$ cat src/rtl/uart_pkg.sv
// Shared state encodings and default parameter values for the buffered UART.
package uart_pkg;

    localparam int DEF_CLK_PER_TICK = 7;
    localparam int DEF_OVERSAMPLE   = 8;
    localparam int DEF_DATA_BITS    = 8;
    localparam int DEF_FIFO_DEPTH   = 16;

    localparam logic [2:0] TX_IDLE   = 3'd0;
    localparam logic [2:0] TX_START  = 3'd1;
    localparam logic [2:0] TX_DATA   = 3'd2;
    localparam logic [2:0] TX_PARITY = 3'd3;
    localparam logic [2:0] TX_STOP   = 3'd4;

    localparam logic [2:0] RX_IDLE      = 3'd0;
    localparam logic [2:0] RX_START     = 3'd1;
    localparam logic [2:0] RX_DATA      = 3'd2;
    localparam logic [2:0] RX_PARITY    = 3'd3;
    localparam logic [2:0] RX_STOP      = 3'd4;
    localparam logic [2:0] RX_WAIT_HIGH = 3'd5;

endpackage

$ cat src/rtl/uart_buffered_core_if.sv
// Push/pop handshake bundle for one FIFO: master is the producer/consumer, slave is the FIFO.
interface uart_buffered_core_if #(parameter int W = 8) ();

    logic [W-1:0] push_data;
    logic         push_valid;
    logic         push_ready;
    logic [W-1:0] pop_data;
    logic         pop_valid;
    logic         pop_ready;

    modport master (output push_data, push_valid, pop_ready,
                    input  push_ready, pop_data, pop_valid);
    modport slave  (input  push_data, push_valid, pop_ready,
                    output push_ready, pop_data, pop_valid);

endinterface

$ cat src/rtl/uart_sync_fifo.sv
// First-word fall-through synchronous FIFO; pointers carry one extra wrap bit.
module uart_sync_fifo #(
    parameter int WIDTH = 8,
    parameter int DEPTH = 16
) (
    input logic               clk,
    input logic               rst,
    uart_buffered_core_if.slave bus
);
    localparam int AW = $clog2(DEPTH);

    logic [WIDTH-1:0] mem [DEPTH];
    logic [AW:0]      wr_ptr;
    logic [AW:0]      rd_ptr;
    logic             full;
    logic             empty;
    logic             do_push;
    logic             do_pop;

    // Equal indices: same wrap bit means empty, differing wrap bit means full.
    assign empty = (wr_ptr == rd_ptr);
    assign full  = (wr_ptr[AW] != rd_ptr[AW]) && (wr_ptr[AW-1:0] == rd_ptr[AW-1:0]);

    assign bus.push_ready = !full;
    assign bus.pop_valid  = !empty;
    assign bus.pop_data   = mem[rd_ptr[AW-1:0]];

    assign do_push = bus.push_valid && !full;
    assign do_pop  = bus.pop_ready && !empty;

    always_ff @(posedge clk or posedge rst) begin
        if (rst) begin
            wr_ptr <= '0;
            rd_ptr <= '0;
        end else begin
            if (do_push) wr_ptr <= wr_ptr + (AW+1)'(1);
            if (do_pop)  rd_ptr <= rd_ptr + (AW+1)'(1);
        end
    end

    always_ff @(posedge clk) begin
        if (do_push) mem[wr_ptr[AW-1:0]] <= bus.push_data;
    end

endmodule

$ cat src/rtl/uart_buffered_core.sv
// Oversampling UART with TX and RX FIFOs on one clock.
// Define UART_PARITY_EN to add an even-parity bit after the data bits.
module uart_buffered_core
    import uart_pkg::*;
#(
    parameter int CLK_PER_TICK = DEF_CLK_PER_TICK,
    parameter int OVERSAMPLE   = DEF_OVERSAMPLE,
    parameter int DATA_BITS    = DEF_DATA_BITS,
    parameter int FIFO_DEPTH   = DEF_FIFO_DEPTH
) (
    input  logic                 clk_uart,
    input  logic                 rst,
    input  logic                 rx,
    output logic                 tx,
    input  logic [DATA_BITS-1:0] tx_data,
    input  logic                 tx_valid,
    output logic                 tx_ready,
    output logic [DATA_BITS-1:0] rx_data,
    output logic                 rx_valid,
    input  logic                 rx_ready,
    output logic                 tx_busy,
    output logic                 frame_err,
    output logic                 parity_err,
    output logic                 rx_overrun
);
    localparam int TW = (CLK_PER_TICK > 1) ? $clog2(CLK_PER_TICK) : 1;
    localparam int OW = $clog2(OVERSAMPLE);

    logic [TW-1:0] tick_cnt;
    logic          tick;

    assign tick = (tick_cnt == TW'(CLK_PER_TICK-1));

    always_ff @(posedge clk_uart or posedge rst) begin
        if (rst) tick_cnt <= '0;
        else     tick_cnt <= tick ? '0 : tick_cnt + TW'(1);
    end

    uart_buffered_core_if #(.W(DATA_BITS)) tx_bus ();
    uart_buffered_core_if #(.W(DATA_BITS)) rx_bus ();

    uart_sync_fifo #(.WIDTH(DATA_BITS), .DEPTH(FIFO_DEPTH)) u_tx_fifo (
        .clk(clk_uart), .rst(rst), .bus(tx_bus.slave));
    uart_sync_fifo #(.WIDTH(DATA_BITS), .DEPTH(FIFO_DEPTH)) u_rx_fifo (
        .clk(clk_uart), .rst(rst), .bus(rx_bus.slave));

    assign tx_bus.push_data  = tx_data;
    assign tx_bus.push_valid = tx_valid;
    assign tx_ready          = tx_bus.push_ready;

    logic [2:0]           tx_state;
    logic [OW-1:0]        tx_os;
    logic [3:0]           tx_bit;
    logic [DATA_BITS-1:0] tx_shift;
    logic                 tx_bit_end;
    logic                 tx_load;
`ifdef UART_PARITY_EN
    logic                 tx_par;
`endif

    assign tx_bit_end = tick && (tx_os == OW'(OVERSAMPLE-1));
    // A queued byte starts either from idle or straight out of the stop bit.
    assign tx_load = tx_bus.pop_valid &&
                     ((tx_state == TX_IDLE && tick) || (tx_state == TX_STOP && tx_bit_end));
    assign tx_bus.pop_ready = tx_load;
    assign tx_busy = (tx_state != TX_IDLE) || tx_bus.pop_valid;

    always_ff @(posedge clk_uart or posedge rst) begin
        if (rst) begin
            tx_state <= TX_IDLE;
            tx_os    <= '0;
            tx_bit   <= '0;
            tx_shift <= '0;
            tx       <= 1'b1;
`ifdef UART_PARITY_EN
            tx_par   <= 1'b0;
`endif
        end else if (tx_load) begin
            tx_state <= TX_START;
            tx_os    <= '0;
            tx_shift <= tx_bus.pop_data;
            tx       <= 1'b0;
`ifdef UART_PARITY_EN
            tx_par   <= ^tx_bus.pop_data;
`endif
        end else if (tx_state != TX_IDLE && tick) begin
            tx_os <= tx_bit_end ? '0 : tx_os + OW'(1);
            if (tx_bit_end) begin
                case (tx_state)
                    TX_START: begin
                        tx_state <= TX_DATA;
                        tx_bit   <= '0;
                        tx       <= tx_shift[0];
                    end
                    TX_DATA: begin
                        if (tx_bit == 4'(DATA_BITS-1)) begin
`ifdef UART_PARITY_EN
                            tx_state <= TX_PARITY;
                            tx       <= tx_par;
`else
                            tx_state <= TX_STOP;
                            tx       <= 1'b1;
`endif
                        end else begin
                            tx_bit   <= tx_bit + 4'd1;
                            tx_shift <= tx_shift >> 1;
                            tx       <= tx_shift[1];
                        end
                    end
`ifdef UART_PARITY_EN
                    TX_PARITY: begin
                        tx_state <= TX_STOP;
                        tx       <= 1'b1;
                    end
`endif
                    default: begin
                        tx_state <= TX_IDLE;
                        tx       <= 1'b1;
                    end
                endcase
            end
        end
    end

    logic rx_meta;
    logic rx_sync;

    always_ff @(posedge clk_uart or posedge rst) begin
        if (rst) begin
            rx_meta <= 1'b1;
            rx_sync <= 1'b1;
        end else begin
            rx_meta <= rx;
            rx_sync <= rx_meta;
        end
    end

    logic [2:0]           rx_state;
    logic [OW-1:0]        rx_os;
    logic [3:0]           rx_bit;
    logic [DATA_BITS-1:0] rx_shift;
    logic                 rx_half;
    logic                 rx_full_bit;
    logic                 par_ok;

    assign rx_half     = tick && (rx_os == OW'(OVERSAMPLE/2-1));
    assign rx_full_bit = tick && (rx_os == OW'(OVERSAMPLE-1));

`ifdef UART_PARITY_EN
    logic rx_par_bad;
    assign par_ok = !rx_par_bad;
`else
    assign par_ok     = 1'b1;
    assign parity_err = 1'b0;
`endif

    assign rx_bus.push_valid = (rx_state == RX_STOP) && rx_full_bit && rx_sync && par_ok;
    assign rx_bus.push_data  = rx_shift;
    assign rx_bus.pop_ready  = rx_ready;
    assign rx_valid          = rx_bus.pop_valid;
    assign rx_data           = rx_bus.pop_valid ? rx_bus.pop_data : '0;

    // Start is re-checked half a bit in; every later sample lands mid-bit.
    always_ff @(posedge clk_uart or posedge rst) begin
        if (rst) begin
            rx_state   <= RX_IDLE;
            rx_os      <= '0;
            rx_bit     <= '0;
            rx_shift   <= '0;
            frame_err  <= 1'b0;
            rx_overrun <= 1'b0;
`ifdef UART_PARITY_EN
            rx_par_bad <= 1'b0;
            parity_err <= 1'b0;
`endif
        end else begin
            frame_err  <= 1'b0;
            rx_overrun <= 1'b0;
`ifdef UART_PARITY_EN
            parity_err <= 1'b0;
`endif
            case (rx_state)
                RX_IDLE: begin
                    if (!rx_sync) begin
                        rx_state <= RX_START;
                        rx_os    <= '0;
                    end
                end
                RX_START: begin
                    if (rx_half) begin
                        rx_os    <= '0;
                        rx_bit   <= '0;
                        rx_state <= rx_sync ? RX_IDLE : RX_DATA;
                    end else if (tick) begin
                        rx_os <= rx_os + OW'(1);
                    end
                end
                RX_DATA: begin
                    if (rx_full_bit) begin
                        rx_os    <= '0;
                        rx_shift <= {rx_sync, rx_shift[DATA_BITS-1:1]};
                        if (rx_bit == 4'(DATA_BITS-1)) begin
`ifdef UART_PARITY_EN
                            rx_state <= RX_PARITY;
`else
                            rx_state <= RX_STOP;
`endif
                        end else begin
                            rx_bit <= rx_bit + 4'd1;
                        end
                    end else if (tick) begin
                        rx_os <= rx_os + OW'(1);
                    end
                end
`ifdef UART_PARITY_EN
                RX_PARITY: begin
                    if (rx_full_bit) begin
                        rx_os      <= '0;
                        rx_par_bad <= (rx_sync != ^rx_shift);
                        rx_state   <= RX_STOP;
                    end else if (tick) begin
                        rx_os <= rx_os + OW'(1);
                    end
                end
`endif
                RX_STOP: begin
                    if (rx_full_bit) begin
                        rx_os <= '0;
                        if (!rx_sync) begin
                            frame_err <= 1'b1;
                            rx_state  <= RX_WAIT_HIGH;
                        end else begin
                            rx_state <= RX_IDLE;
`ifdef UART_PARITY_EN
                            parity_err <= rx_par_bad;
                            rx_overrun <= !rx_par_bad && !rx_bus.push_ready;
`else
                            rx_overrun <= !rx_bus.push_ready;
`endif
                        end
                    end else if (tick) begin
                        rx_os <= rx_os + OW'(1);
                    end
                end
                RX_WAIT_HIGH: begin
                    if (rx_sync) rx_state <= RX_IDLE;
                end
                default: rx_state <= RX_IDLE;
            endcase
        end
    end

endmodule

$ cat config.mk
export PLATFORM = sky130hd
export DESIGN_NAME = uart_buffered_core
export DESIGN_NICKNAME = d
export VERILOG_FILES = /design/src/rtl/uart_pkg.sv /design/src/rtl/uart_buffered_core_if.sv /design/src/rtl/uart_sync_fifo.sv /design/src/rtl/uart_buffered_core.sv
export SDC_FILE = /design/constraint.sdc
export NUM_CORES = 1
export LEC_CHECK = 0
export CORE_UTILIZATION = 40
export DETAILED_ROUTE_END_ITERATION = 8
export SYNTH_ARGS = -nofsm -noshare
export SYNTH_HDL_FRONTEND = slang
export SYNTH_SLANG_ARGS = --single-unit
$ cat constraint.sdc
create_clock -name clk_uart -period 4.3 [get_ports clk_uart]
set_input_delay 0.43 -clock clk_uart [delete_from_list [all_inputs] [get_ports clk_uart]]
set_output_delay 0.43 -clock clk_uart [all_outputs]
set_load 0.005 [all_outputs]
=== Yosys cells after proc, flatten, opt, wreduce, memory -nomap -nowiden ===
Memories as Yosys holds them, arrays and structs flattened.
Index checks and enable logic that the tools add are counted.

* Add/subtract/negate cells: 9
* Bitwise gates (word level): 1
* Mux-type cells: 50
* Eq/ne operators: 29
* Reductions and logical operators: 39

{| class="wikitable"
|+ Operators by type and width
! operator !! count
|-
| 3-bit two-way mux || 19
|-
| 8-bit two-way mux || 6
|-
| 5-bit by 1-bit adder with 5-bit output, second input constant || 4
|-
| 3-bit equality test, second input constant || 6
|-
| 4-bit two-way mux || 4
|-
| 2-bit inequality test, second input constant || 8
|-
| 4-bit case mux with 2 select lines || 2
|-
| 1-bit logical AND || 15
|-
| 3-bit case mux with 5 select lines || 1
|-
| 1-bit two-way mux || 14
|-
| 5-bit equality test || 2
|-
| 2-bit nonzero test || 5
|-
| 3-bit by 1-bit adder with 3-bit output, second input constant || 3
|-
| 3-bit by 2-bit equality test with 1-bit output, second input constant || 3
|-
| 3-bit case mux with 3 select lines || 1
|-
| 4-bit by 1-bit adder with 4-bit output, second input constant || 2
|-
| 4-bit by 3-bit equality test with 1-bit output, second input constant || 2
|-
| 4-bit equality test || 2
|-
| 4-bit AND reduction || 2
|-
| 3-bit by 1-bit equality test with 1-bit output, second input constant || 2
|-
| 3-bit logical NOT || 2
|-
| 3-bit case mux with 2 select lines || 1
|-
| 2-bit AND reduction || 3
|-
| 6-bit AND reduction || 1
|-
| other kinds (12) || 18
|}

* Bits of input ports: 13
* Memories: 2
* RAM bits: 256
* Logic and storage cells: 148
* Register bits after elaboration: 64

{| class="wikitable"
|+ Memory list
! name !! depth !! width !! read ports !! clocked after memory_dff !! wr ports !! RTL line !! text
|-
| u_rx_fifo.mem || 16 || 8 || 1 || 0 || 1 || uart_sync_fifo.sv:12 || <nowiki>logic [WIDTH-1:0] mem [DEPTH];</nowiki>
|-
| u_tx_fifo.mem || 16 || 8 || 1 || 0 || 1 || uart_sync_fifo.sv:12 ||
|}

=== Longest topological paths before layout ===
* Depth in word-level cells: 7
* Depth in mapped cells: 8

=== Cells and area by module ===
A second synthesis with hierarchy kept.

* Cell total of the unflattened synthesis: 772
* Area, all modules: 13545.5 µm²

{| class="wikitable"
|+ By module, submodules not included
! module !! cells each !! area an instance (µm²) !! times used
|-
| uart_sync_fifo at u_rx_fifo || 280 || 5605.4 || 1
|-
| uart_sync_fifo at u_tx_fifo || 280 || 5599.1 || 1
|-
| uart_buffered_core || 212 || 2341.0 || 1
|}

=== Least setup slack after synthesis ===
Ideal clock, no wire load.

* Path type: reg-to-reg
* From: register rx_os[0]
* To: memory u_rx_fifo.mem[3][0] (enable)
* Stages on the path, launching flop included: 9
* Period minus slack after synthesis: 2517 ps
* Arrival: 2134 ps
* Path slack: 1783 ps
* Buffers on the path: 1
* Path through: dfrtp_1 ha_1 ha_1 and4b_1 buf_2 nand4_1 a21oi_2 nand2_1 nor3_1

* Word-level cells in the longest chain between the ends: 7

{| class="wikitable"
|+ Ends and longest elaborated chain
! what !! RTL line !! text
|-
| from (decl) || uart_buffered_core.sv:139 || <nowiki>logic [OW-1:0] rx_os;</nowiki>
|-
| from (signal assigned) || uart_buffered_core.sv:195 || <nowiki>rx_os <= rx_os + OW'(1);</nowiki>
|-
| from (signal assigned) || uart_buffered_core.sv:212 || <nowiki>rx_os <= rx_os + OW'(1);</nowiki>
|-
| from (signal assigned) || uart_buffered_core.sv:242 || <nowiki>rx_os <= rx_os + OW'(1);</nowiki>
|-
| 3-bit equality test || uart_buffered_core.sv:147 || <nowiki>assign rx_full_bit = tick && (rx_os == OW'(OVERSAMPLE-1));</nowiki>
|-
| 1-bit logical AND || uart_buffered_core.sv:147 ||
|-
| 1-bit logical AND (2 in series) || uart_buffered_core.sv:157 || <nowiki>assign rx_bus.push_valid = (rx_state == RX_STOP) && rx_full_bit && rx_sync && par_ok;</nowiki>
|-
| 1-bit logical AND || uart_sync_fifo.sv:28 || <nowiki>assign do_push = bus.push_valid && !full;</nowiki>
|-
| 1-bit two-way mux || uart_sync_fifo.sv:42 || <nowiki>if (do_push) mem[wr_ptr[AW-1:0]] <= bus.push_data;</nowiki>
|-
| 1-bit two-way mux (implied by the code) || uart_sync_fifo.sv:42 ||
|-
| to (decl) || uart_sync_fifo.sv:12 ||
|}

No other way between the ends.

=== Worst setup path after layout ===
* From: register u_rx_fifo.rd_ptr[0]
* To: output rx_data[0]

* Word-level cells in the longest chain between the ends: 2
* Elaborated cells between the ends (all ways): 3
* Classes of those cells: eq/ne: 1; mux: 1; memory: 1

{| class="wikitable"
|+ Ends and longest elaborated chain
! what !! RTL line !! text
|-
| from (decl) || uart_sync_fifo.sv:14 || <nowiki>logic [AW:0] rd_ptr;</nowiki>
|-
| from (signal assigned) || uart_sync_fifo.sv:37 || <nowiki>if (do_pop) rd_ptr <= rd_ptr + (AW+1)'(1);</nowiki>
|-
| memory read 16 x 8 bit or 5-bit equality test (tied branches) || -- ||
|-
| 8-bit two-way mux * || uart_buffered_core.sv:161 || <nowiki>assign rx_data = rx_bus.pop_valid ? rx_bus.pop_data : '0;</nowiki>
|-
| to (decl) || uart_buffered_core.sv:18 || <nowiki>output logic [DATA_BITS-1:0] rx_data,</nowiki>
|}

Every way passes the cells marked *; elsewhere a longest branch is shown, timed or not.

==> key figures <==
Synthesis
  – Fraction of synthesis flops using an asynchronous set or reset pin: 20.0%
  – Register area share after synthesis: between 70% and 80%
  – Post-synth EDFFs: ~260
  – Mapped Area: about 13000 µm²
  – Most used DFF post-synth: edfxtp_1
  – Ys Warns: 0
  – Synthesized flop and latch total: 320
  – Syn nets: 781
  – Cells after Synth: between 700 and 800
  – Synth cell types: 57
  – Mean Syn Cell Area: between 15 and 20 µm²

STA
  – Final setup vio count: 0
  – Least-Margin Pin Slew: ~1.0 ns
  – Hold Fails Final Rpt: 0
  – Period utilization: between 80 and 90%
  – Setup TNS: 0 ns
  – Fin crit period: 3.66 ns
  – Slew headroom: 31.2%
  – Layout Skew: around 0.027 ns
  – Slew Viols, Final: 0
  – RSZ-0062 raised after global routing: no
  – Final WS setup: around 0.64 ns
  – Peak Freq: 273 MHz

Worst setup path
  – CP Capture Type: primary output
  – R2R depth: 7
  – Crit Path Class: reg2out
  – Most frequent cell on the critical path: a211oi_1
  – Reg2Reg Capture Point: u_rx_fifo.mem[11][1]
  – Reg-to-reg startpoint: rx_os[0]
  – Max FO, Critical Path: 24
  – Critical-path top delay cell: dfrtp_2
  – CP Cell Sequence: buf_4, mux4_2, a211oi_1, a211oi_1, clkdlybuf4s50_1
  – Critical Path Start Type: flip-flop
  – Worst EP required: 3.87 ns
  – Register-to-register setup slack: between 1 and 1.5 ns
  – CP max stage delay: 0.88 ns
  – Critical path arrival: 3.23 ns

Route
  – Drt first pass iters: 5
  – WL final: between 20 and 30 mm
  – Wire length per cell: between 20 and 25 µm
  – Residual DRC: 0
  – Avg Vias per Cell: around 5.2
  – Detail Route Antenna Nets: 0
  – Routed vias: ~6500
  – Initial DRC Count: 453

Clock network
  – CTS tree: built
  – Root Driver: clkbuf_16
  – # H-tree levels: 2
  – CTS buffer count: 36
  – Post-CTS Repair Setup Buffers: 0
  – Worst-Skew Late Latency: roughly 0.52 ns
  – Reg clk slew, reported paths: roughly 0.060 ns
  – Cts repair resizes: 0
  – Clock Sinks: between 300 and 400
  – Clock Path Buffers: 3
  – CTS Hold Buffers Added: 0

Cells and area
  – Filler cell count: between 2000 and 3000
  – Reg area: a little over 9000 µm²
  – Area of the multi-input gates: between 3000 and 4000 µm²
  – Synth-to-Final Area Change: 13.8%
  – Commonest non-fill, non-tap cell in the layout: edfxtp_1
  – Final Cell Area: ~15000 µm²
  – Layout cells sized above 1: between 15 and 20%
  – Most frequent cells in the layout: 256 x edfxtp_1, 63 x mux4_2, 59 x dfrtp_1
  – Antenna Cells: 0
  – Final net count: roughly 820
  – Fin util: about 46%

Floorplan
  – Die area: ~34000 µm²
  – Die height: around 180 µm
  – Core area: ~32000 µm²
  – Initial core utilization: about two fifths
  – Die W: between 150 and 200 µm
  – Row Count: between 60 and 70
  – IO Pins: 28

Placed design
  – Final RePlAce weighted congestion: roughly 0.78
  – Pre-CTS setup slack: 1.09 ns
  – Dpl cell area: between 10000 and 15000 µm²
  – Detailed placer's ending HPWL: 15.7 mm
  – PortBufs: 26

Hold path
  – Hold path depth: 1
  – Worst Hold Endpoint: rx_meta
  – Hold crit path type: in2reg
  – Hold Crit Start: rx

Power
  – Lkg Pwr: roughly 4.9 nW
  – PD cells: 529 nW/µm²
  – Maximum vdd drop: between 0.2 and 0.3 mV

Global route
  – First-pass GRT wire length: just under 40 mm
  – Largest net degree at the start of global routing: 42
  – Vias in the first global route: about 6600
  – GR Overflow Total: 0
  – Initial antenna violation count: 0
  – Total Routing Usage GR: 15.5%

Run
  – Max cap viols: 0

Status
  – Status: complete, no violations
-- state kept, by name (all words and copies together), names as in the netlist, 3 cells and up --
| signal | cells |
|---|---|
| u_rx_fifo.rd_ptr | 5 |
| u_rx_fifo.mem | 128 |
| rx_os | 3 |
| u_tx_fifo.rd_ptr | 5 |
| u_tx_fifo.wr_ptr | 5 |
| rx_bus.push_data | 8 |
| tx_os | 3 |
| tx_bit | 4 |
| tx_state | 3 |
| tx_shift | 8 |
| u_tx_fifo.mem | 128 |
| rx_state | 3 |
| tick_cnt | 3 |
| rx_bit | 4 |
| u_rx_fifo.wr_ptr | 5 |
-- metal layers --
metal	vias to the layer above	global-route usage [%]	wire length (µm)
met5	-	0	0
met4	0	4.67	558
met3	37	2.48	1030
met2	139	23.9	11900
met1	3364	22.8	11800
li1	3009	-	-
-- synthesized netlist by cell type (all sizes together) (2+ instances only) --
master | number | share of area, %
nor4 | 2 | 0.26
nand4 | 3 | 0.14
nor2b | 16 | 0.76
xnor2 | 17 | 1.1
inv | 12 | 0.34
and3 | 20 | 0.95
o21ai | 8 | 0.30
a211oi | 18 | 1.0
buf | 24 | 1.1
clkbuf | 17 | 0.51
a22oi | 14 | 0.80
a21oi | 16 | 0.64
dfrtp | 61 | 12
edfxtp | 256 | 58
nand2b | 3 | 0.14
mux2 | 13 | 1.1
nor4b | 2 | 0.13
ha | 17 | 1.6
and2 | 2 | 0.095
nand3 | 12 | 0.46
a22o | 2 | 0.13
mux4 | 63 | 11
nor2 | 43 | 1.2
nor3b | 4 | 0.23
xor2 | 16 | 1.1
nand3b | 3 | 0.27
a21o | 2 | 0.17
dfstp | 3 | 0.60
mux2i | 21 | 1.6
nor3 | 10 | 0.38
nand2 | 34 | 0.97
-- final cells by class --
class,instances,area share (%)
clock buffer,46,6.26
inverter,12,0.301
tap,442,3.69
sequential,320,62.0
multi-input combinational,378,24.2
timing repair buffer,39,2.39
clock inverter,18,1.13
-- stage by stage --
stage	instances	hold WS [ns]	power (mW)
finish	1255	0.331	7.92
global route	1255	0.321	8.27
CTS	1255	0.311	8.02
detailed placement	1191	0.349	5.12
global placement	1191	0.349	5.10
floorplan	751	0.345	4.76
-- worst max path at each step --
stage                     slack, ns                start                  end
after floorplan                1.78             rx_os[0]  u_rx_fifo.mem[3][0]
after global placement         1.08  u_rx_fifo.rd_ptr[0]           rx_data[3]
after detailed placement       1.09  u_rx_fifo.rd_ptr[0]             rx_valid
after CTS                      0.55  u_rx_fifo.rd_ptr[0]             rx_valid
after global routing           0.30  u_rx_fifo.rd_ptr[0]           rx_data[0]
final                          0.64  u_rx_fifo.rd_ptr[0]           rx_data[0]
-- cell families after synthesis --
family	share of synthesized area [%]
compound gates	3.73
xor+xnor	2.20
fa+ha+maj	1.62
buf+inv	1.93
flops	70.6
mux	13.5
other cells	0.0285
simple gates	6.43
-- power breakdown --
group	switching [mW]	total, mW	internal, mW
combinational	0.674	1.24	0.570
sequential	0.215	3.80	3.58
clock	1.20	2.88	1.68
total	2.09	7.92	5.83
-- worst max-delay path: cells and delay by family (launching register included) --
kind / cells / cell delay (ns)
multiplexers: 1 / 0.53
buffers and inverters: 2 / 0.88
AO/OA/AOI/OAI: 2 / 0.39
flip-flops: 1 / 0.88
Note: power is estimated with default switching activity, not from simulation.
==> variant 1: new RTL, config.mk and constraints unchanged <==
Reset style: synchronous (`rst`), changed in 5 clocked blocks.
--- a/src/rtl/uart_sync_fifo.sv
+++ b/src/rtl/uart_sync_fifo.sv
@@ -28,7 +28,7 @@
     assign do_push = bus.push_valid && !full;
     assign do_pop  = bus.pop_ready && !empty;
 
-    always_ff @(posedge clk or posedge rst) begin
+    always_ff @(posedge clk) begin
         if (rst) begin
             wr_ptr <= '0;
             rd_ptr <= '0;
--- a/src/rtl/uart_buffered_core.sv
+++ b/src/rtl/uart_buffered_core.sv
@@ -31,7 +31,7 @@
 
     assign tick = (tick_cnt == TW'(CLK_PER_TICK-1));
 
-    always_ff @(posedge clk_uart or posedge rst) begin
+    always_ff @(posedge clk_uart) begin
         if (rst) tick_cnt <= '0;
         else     tick_cnt <= tick ? '0 : tick_cnt + TW'(1);
     end
@@ -65,7 +65,7 @@
     assign tx_bus.pop_ready = tx_load;
     assign tx_busy = (tx_state != TX_IDLE) || tx_bus.pop_valid;
 
-    always_ff @(posedge clk_uart or posedge rst) begin
+    always_ff @(posedge clk_uart) begin
         if (rst) begin
             tx_state <= TX_IDLE;
             tx_os    <= '0;
@@ -125,7 +125,7 @@
     logic rx_meta;
     logic rx_sync;
 
-    always_ff @(posedge clk_uart or posedge rst) begin
+    always_ff @(posedge clk_uart) begin
         if (rst) begin
             rx_meta <= 1'b1;
             rx_sync <= 1'b1;
@@ -161,7 +161,7 @@
     assign rx_data           = rx_bus.pop_valid ? rx_bus.pop_data : '0;
 
     // Start is re-checked half a bit in; every later sample lands mid-bit.
-    always_ff @(posedge clk_uart or posedge rst) begin
+    always_ff @(posedge clk_uart) begin
         if (rst) begin
             rx_state   <= RX_IDLE;
             rx_os      <= '0;
Check against the original RTL: differs if rst is asserted again (counterexample within 4 cycles, from zero or initial values and one cycle with rst high); with rst held inactive, the same outputs for 10 cycles.
==> variant 1 against the original RTL <==
Via count rose by 1.8%. Design area grew 0.66%. Register-to-register slack improved by 50 ps. Worst setup slack gained 250 ps. Area after synthesis up 0.22%. Synthesized cell count increased by 5.5%. Wire length shrank 1.5%. Highest routed layer unchanged. Sequential cell count is 8 higher.
Power is not compared: it rests on default switching activity, and its combinational part moved more than twofold at a synthesized area within 25%.
==> variant 1: results (changes against the original RTL) <==
status finished, final reports clean; clk_lat worst skew 520 ps (about the same); Unique masters post-synth 61 (+7.0%); wire per inst 19.2 µm (-4.5%); CP max stage cell dfxtp_2; Syn Nets 824 (+5.5%); fraction of registers with async set/reset 0% (-20 points); Max Buffers Root-to-Sink 3 (unchanged); gpl congestion 0.822 (+5.4%); DRT iter0 DRCs 432 (-4.6%); sequential cell area fraction in the yosys report 69.2% (-1.4 points); post-synthesis mux area share 13.9% (+0.37 points); R2R Setup Slk 1410 ps (+50 ps); cts repair resizes 0 (unchanged); total gr overflow 0 (unchanged); largest net degree at the start of global routing 45 (+7.1%); placed cell count 1,232 (+3.4%); via/cell ratio 5.15 (-1.4%); worst slew pin tran 1010 ps (-15.7 ps); H-tree depth 2 (unchanged); leading post-synthesis cells by cell area edfxtp_1 (58%), mux4_2 (12%), dfxtp_1 (11%); clk root buf clkbuf_16; crit path DAT 2980 ps (-250 ps); vias in the first global route 6,758 (+2.2%); critical path fanouts, max 23 (-4.2%); first-pass GRT wire length 39.5 mm (about the same); EDFF count, synth 256 (unchanged); commonest cells in the netlist edfxtp_1 (256), dfxtp_1 (72), mux4_2 (72); GRT Overall Usage 15.4% (-0.17 points); Pre-antenna DRT Iters 4 (-1); CTS clk-pin slew, worst paths 50 ps; port bufs 26 (unchanged); Post-DP HPWL 16.0 mm (+2.0%); Synth Area in Compound Gates 4.21% (+0.48 points); n_diodes 0 (unchanged); fin nets 859 (+5.1%); TritonCTS Buffers 35 (-2.8%); layout cells sized above 1 18.2% (-0.28 points); WL final 24.9 mm (-1.5%); Leak 4.90 nW; VDD IR max 0.000315 V; Synth Area in Adders 1.80% (+0.19 points); Most used DFF post-synth edfxtp_1; Post-Syn Instances 792 (+5.5%); HP Class reg2reg; CP peak stage delay 570 ps (-310 ps); CP top delay family multiplexers; Switching Fraction 19.3%; warnings from Yosys 0 (unchanged); Synth Area in XOR/XNOR 1.59% (-0.60 points); initial antenna violation count 0 (unchanged); Post-CTS Setup Bufs 0 (unchanged); Setup Skew 30.7 ps (+4.07 ps)
variant 1: layout make-up:
type,instances,area (µm²)
fillers,2809,17500
flip-flops and latches,328,9130
multi-input cells,406,3830
clock buffers,47,921
well taps,442,553
repair buffers,37,350
clock inverters,16,224
inverters,19,71.3
variant 1: worst paths after layout:
| path | end | from | cells after the start |
|---|---|---|---|
| worst max-delay path | rx_data[7] | flop | 5 |
| worst min-delay path | rx_sync$_SDFF_PP1_ | rx_meta$_SDFF_PP1_ | 1 |
| worst max register to register | u_rx_fifo.mem[8][6]$_DFFE_PP_ | rx_os[0]$_SDFFE_PP0P_ | 7 |
| worst min register to register | rx_sync$_SDFF_PP1_ | rx_meta$_SDFF_PP1_ | 1 |
variant 1: power groups by stage:
stage	combinational [W]	clock (W)	sequential [W]
global route	0.000124	0.00320	0.00343
CTS	0.000114	0.00307	0.00343
floorplan	0.0000630	0	0.00349
global placement	0.000113	0	0.00349
detailed placement	0.000113	0	0.00349
finish	0.000111	0.00300	0.00343
variant 1: per-layer routing:
metal,up-vias,part of all wire (%),global-route usage [%]
li1,3167,-,-
met1,3343,45,20.9
met2,117,49,25.4
met3,39,3.8,2.50
met4,0,2.2,4.73
met5,-,0,0
variant 1: per-stage QoR:
stage / instance area (µm²) / utilization (%) / total power [W] / hold WS [ps] / worst slack (ps)
6_report: 15100 / 46.4 / 0.00653 / 407 / 891
5_1_grt: 15100 / 46.4 / 0.00675 / 434 / 727
4_1_cts: 15100 / 46.4 / 0.00661 / 409 / 814
3_5_place_dp: 13900 / 42.8 / 0.00361 / 396 / 1350
3_3_place_gp: 13900 / 42.8 / 0.00361 / 398 / 1370
2_1_floorplan: 13200 / - / 0.00355 / 389 / 1770
==> variant 2: new RTL, same settings <==
Without the edit above. `DEF_FIFO_DEPTH`: 16 -> 32.
--- a/src/rtl/uart_pkg.sv
+++ b/src/rtl/uart_pkg.sv
@@ -4,7 +4,7 @@
     localparam int DEF_CLK_PER_TICK = 7;
     localparam int DEF_OVERSAMPLE   = 8;
     localparam int DEF_DATA_BITS    = 8;
-    localparam int DEF_FIFO_DEPTH   = 16;
+    localparam int DEF_FIFO_DEPTH   = 32;
 
     localparam logic [2:0] TX_IDLE   = 3'd0;
     localparam logic [2:0] TX_START  = 3'd1;
Behaviour: same outputs for any inputs over 10 cycles, from zero or initial values and one cycle with rst high; that may be too few to reach the edited logic, so the function may still have changed.
==> variant 2 against the original RTL <==
Utilization shrank 0.15 points. Die area grew 77%. Design area grew 77%. Worst setup slack lost 200 ps. Total power grew 68%. Sequential cell count grew 260. Area after synthesis grew 78%. Wire length grew 94%. Largest cell class unchanged. Highest routed layer unchanged.
==> variant 2: results (changes against the original RTL) <==
WL final 48.9 mm (+94%); Post-DP HPWL 30.4 mm (+93%); post-synthesis mux area share 15.1% (+1.6 points); VDD IR max 0.000387 V (+38%); Slew HR 13.3% (-18 points); Unique masters post-synth 64 (+12%); Yosys top cell area share 65.8% (+7.4 points); Gate power share 12.5% (-3.2 points); Synth Area in Compound Gates 3.14% (-0.60 points); met1 usage 22.9% (+0.069 points); crit path DAT 3430 ps (+200 ps); EDFF count, synth 512 (+100%); Fillers 4,895 (+76%); PwrDens 501 nW/µm² (-5.3%); fin nets 1,336 (+64%); largest net degree at the start of global routing 55 (+31%); Leak 7.99 nW (+63%); Synth Area in XOR/XNOR 1.20% (-1.0 points); Synth Area in Adders 0.910% (-0.71 points); Global Route met3 Usage 2.49% (+0.013 points); fraction of registers with async set/reset 11.7% (-8.3 points); GR Util met2 28.0% (+4.2 points); gpl congestion 0.754 (-3.4%); status finished, final reports clean; critical path fanouts, max 42 (+75%); clock-net power 0.00503 W (+75%); commonest cells in the netlist edfxtp_1 (512), mux4_2 (114), nor2_1 (85); P_int 0.0101 W (+72%); via/cell ratio 5.39 (+3.2%); Post-CTS Setup Bufs 0 (unchanged); post-route ant nets 0 (unchanged); TritonCTS Buffers 58 (+61%); first-pass GRT wire length 75.2 mm (+91%); DRT iter0 DRCs 885 (+95%); leading post-synthesis cells by cell area edfxtp_1 (66%), mux4_2 (11%), dfrtp_1 (7.0%); sequential cell area fraction in the yosys report 73.1% (+2.5 points); GRT Overall Usage 16.8% (+1.3 points); Setup Skew 17.4 ps (-9.27 ps); clk_lat worst skew 590 ps (+70 ps); port bufs 26 (unchanged); layout cells sized above 1 21.4% (+3.0 points)
## variant 2: path summary, 6_finish.rpt
kind	startpoint	endpoint	slack (ps)	cells past startpoint
setup reg to reg	rx_os[0]$_DFFE_PP0P_	u_rx_fifo.mem[6][7]$_DFFE_PP_	1070	7
hold reg to reg	rx_meta$_DFF_PP1_	rx_sync$_DFF_PP1_	350	0
setup / recovery	u_rx_fifo.rd_ptr[0]$_DFFE_PP0P_	rx_data[6]	440	4
max in group asynchronous	rst	u_tx_fifo.rd_ptr[0]$_DFFE_PP0P_	3170	3
min in group asynchronous	rst	frame_err$_DFF_PP0_	300	2
hold / removal	rx	rx_meta$_DFF_PP1_	250	1
## variant 2: final cells by class
cell class / instances / area (µm²) / share of cell area (%)
well taps: 765 / 957 / 3.61
repair buffers: 78 / 663 / 2.50
inverters: 17 / 63.8 / 0.240
clock inverters: 28 / 297 / 1.12
flip-flops and latches: 580 / 17100 / 64.4
clock buffers: 80 / 1620 / 6.08
multi-input cells: 571 / 5860 / 22.1
## variant 2: metrics by stage
step                hold WS, ps  cell area, µm²  worst slack, ps  std cells  utilization [%]
floorplan                   345           23400             1870       1231                -
CTS                         218           26600              341       2119             46.0
global placement            347           24600              993       2011             42.7
detailed placement          347           24600              989       2011             42.7
global route                251           26600              230       2119             46.0
finish                      254           26600              438       2119             46.0
## variant 2: layer usage
metal,wire [µm],vias to the layer above
li1,-,5113
met1,21000,5946
met2,24600,286
met3,2310,70
met4,1110,0
met5,0,-
## variant 2: worst max-delay path: stages, from the launching register on
cell and delay [ps]:
dfrtp_4 940, mux4_2 580, mux4_2 540, o2111a_1 300
clkdlybuf4s50_1 460
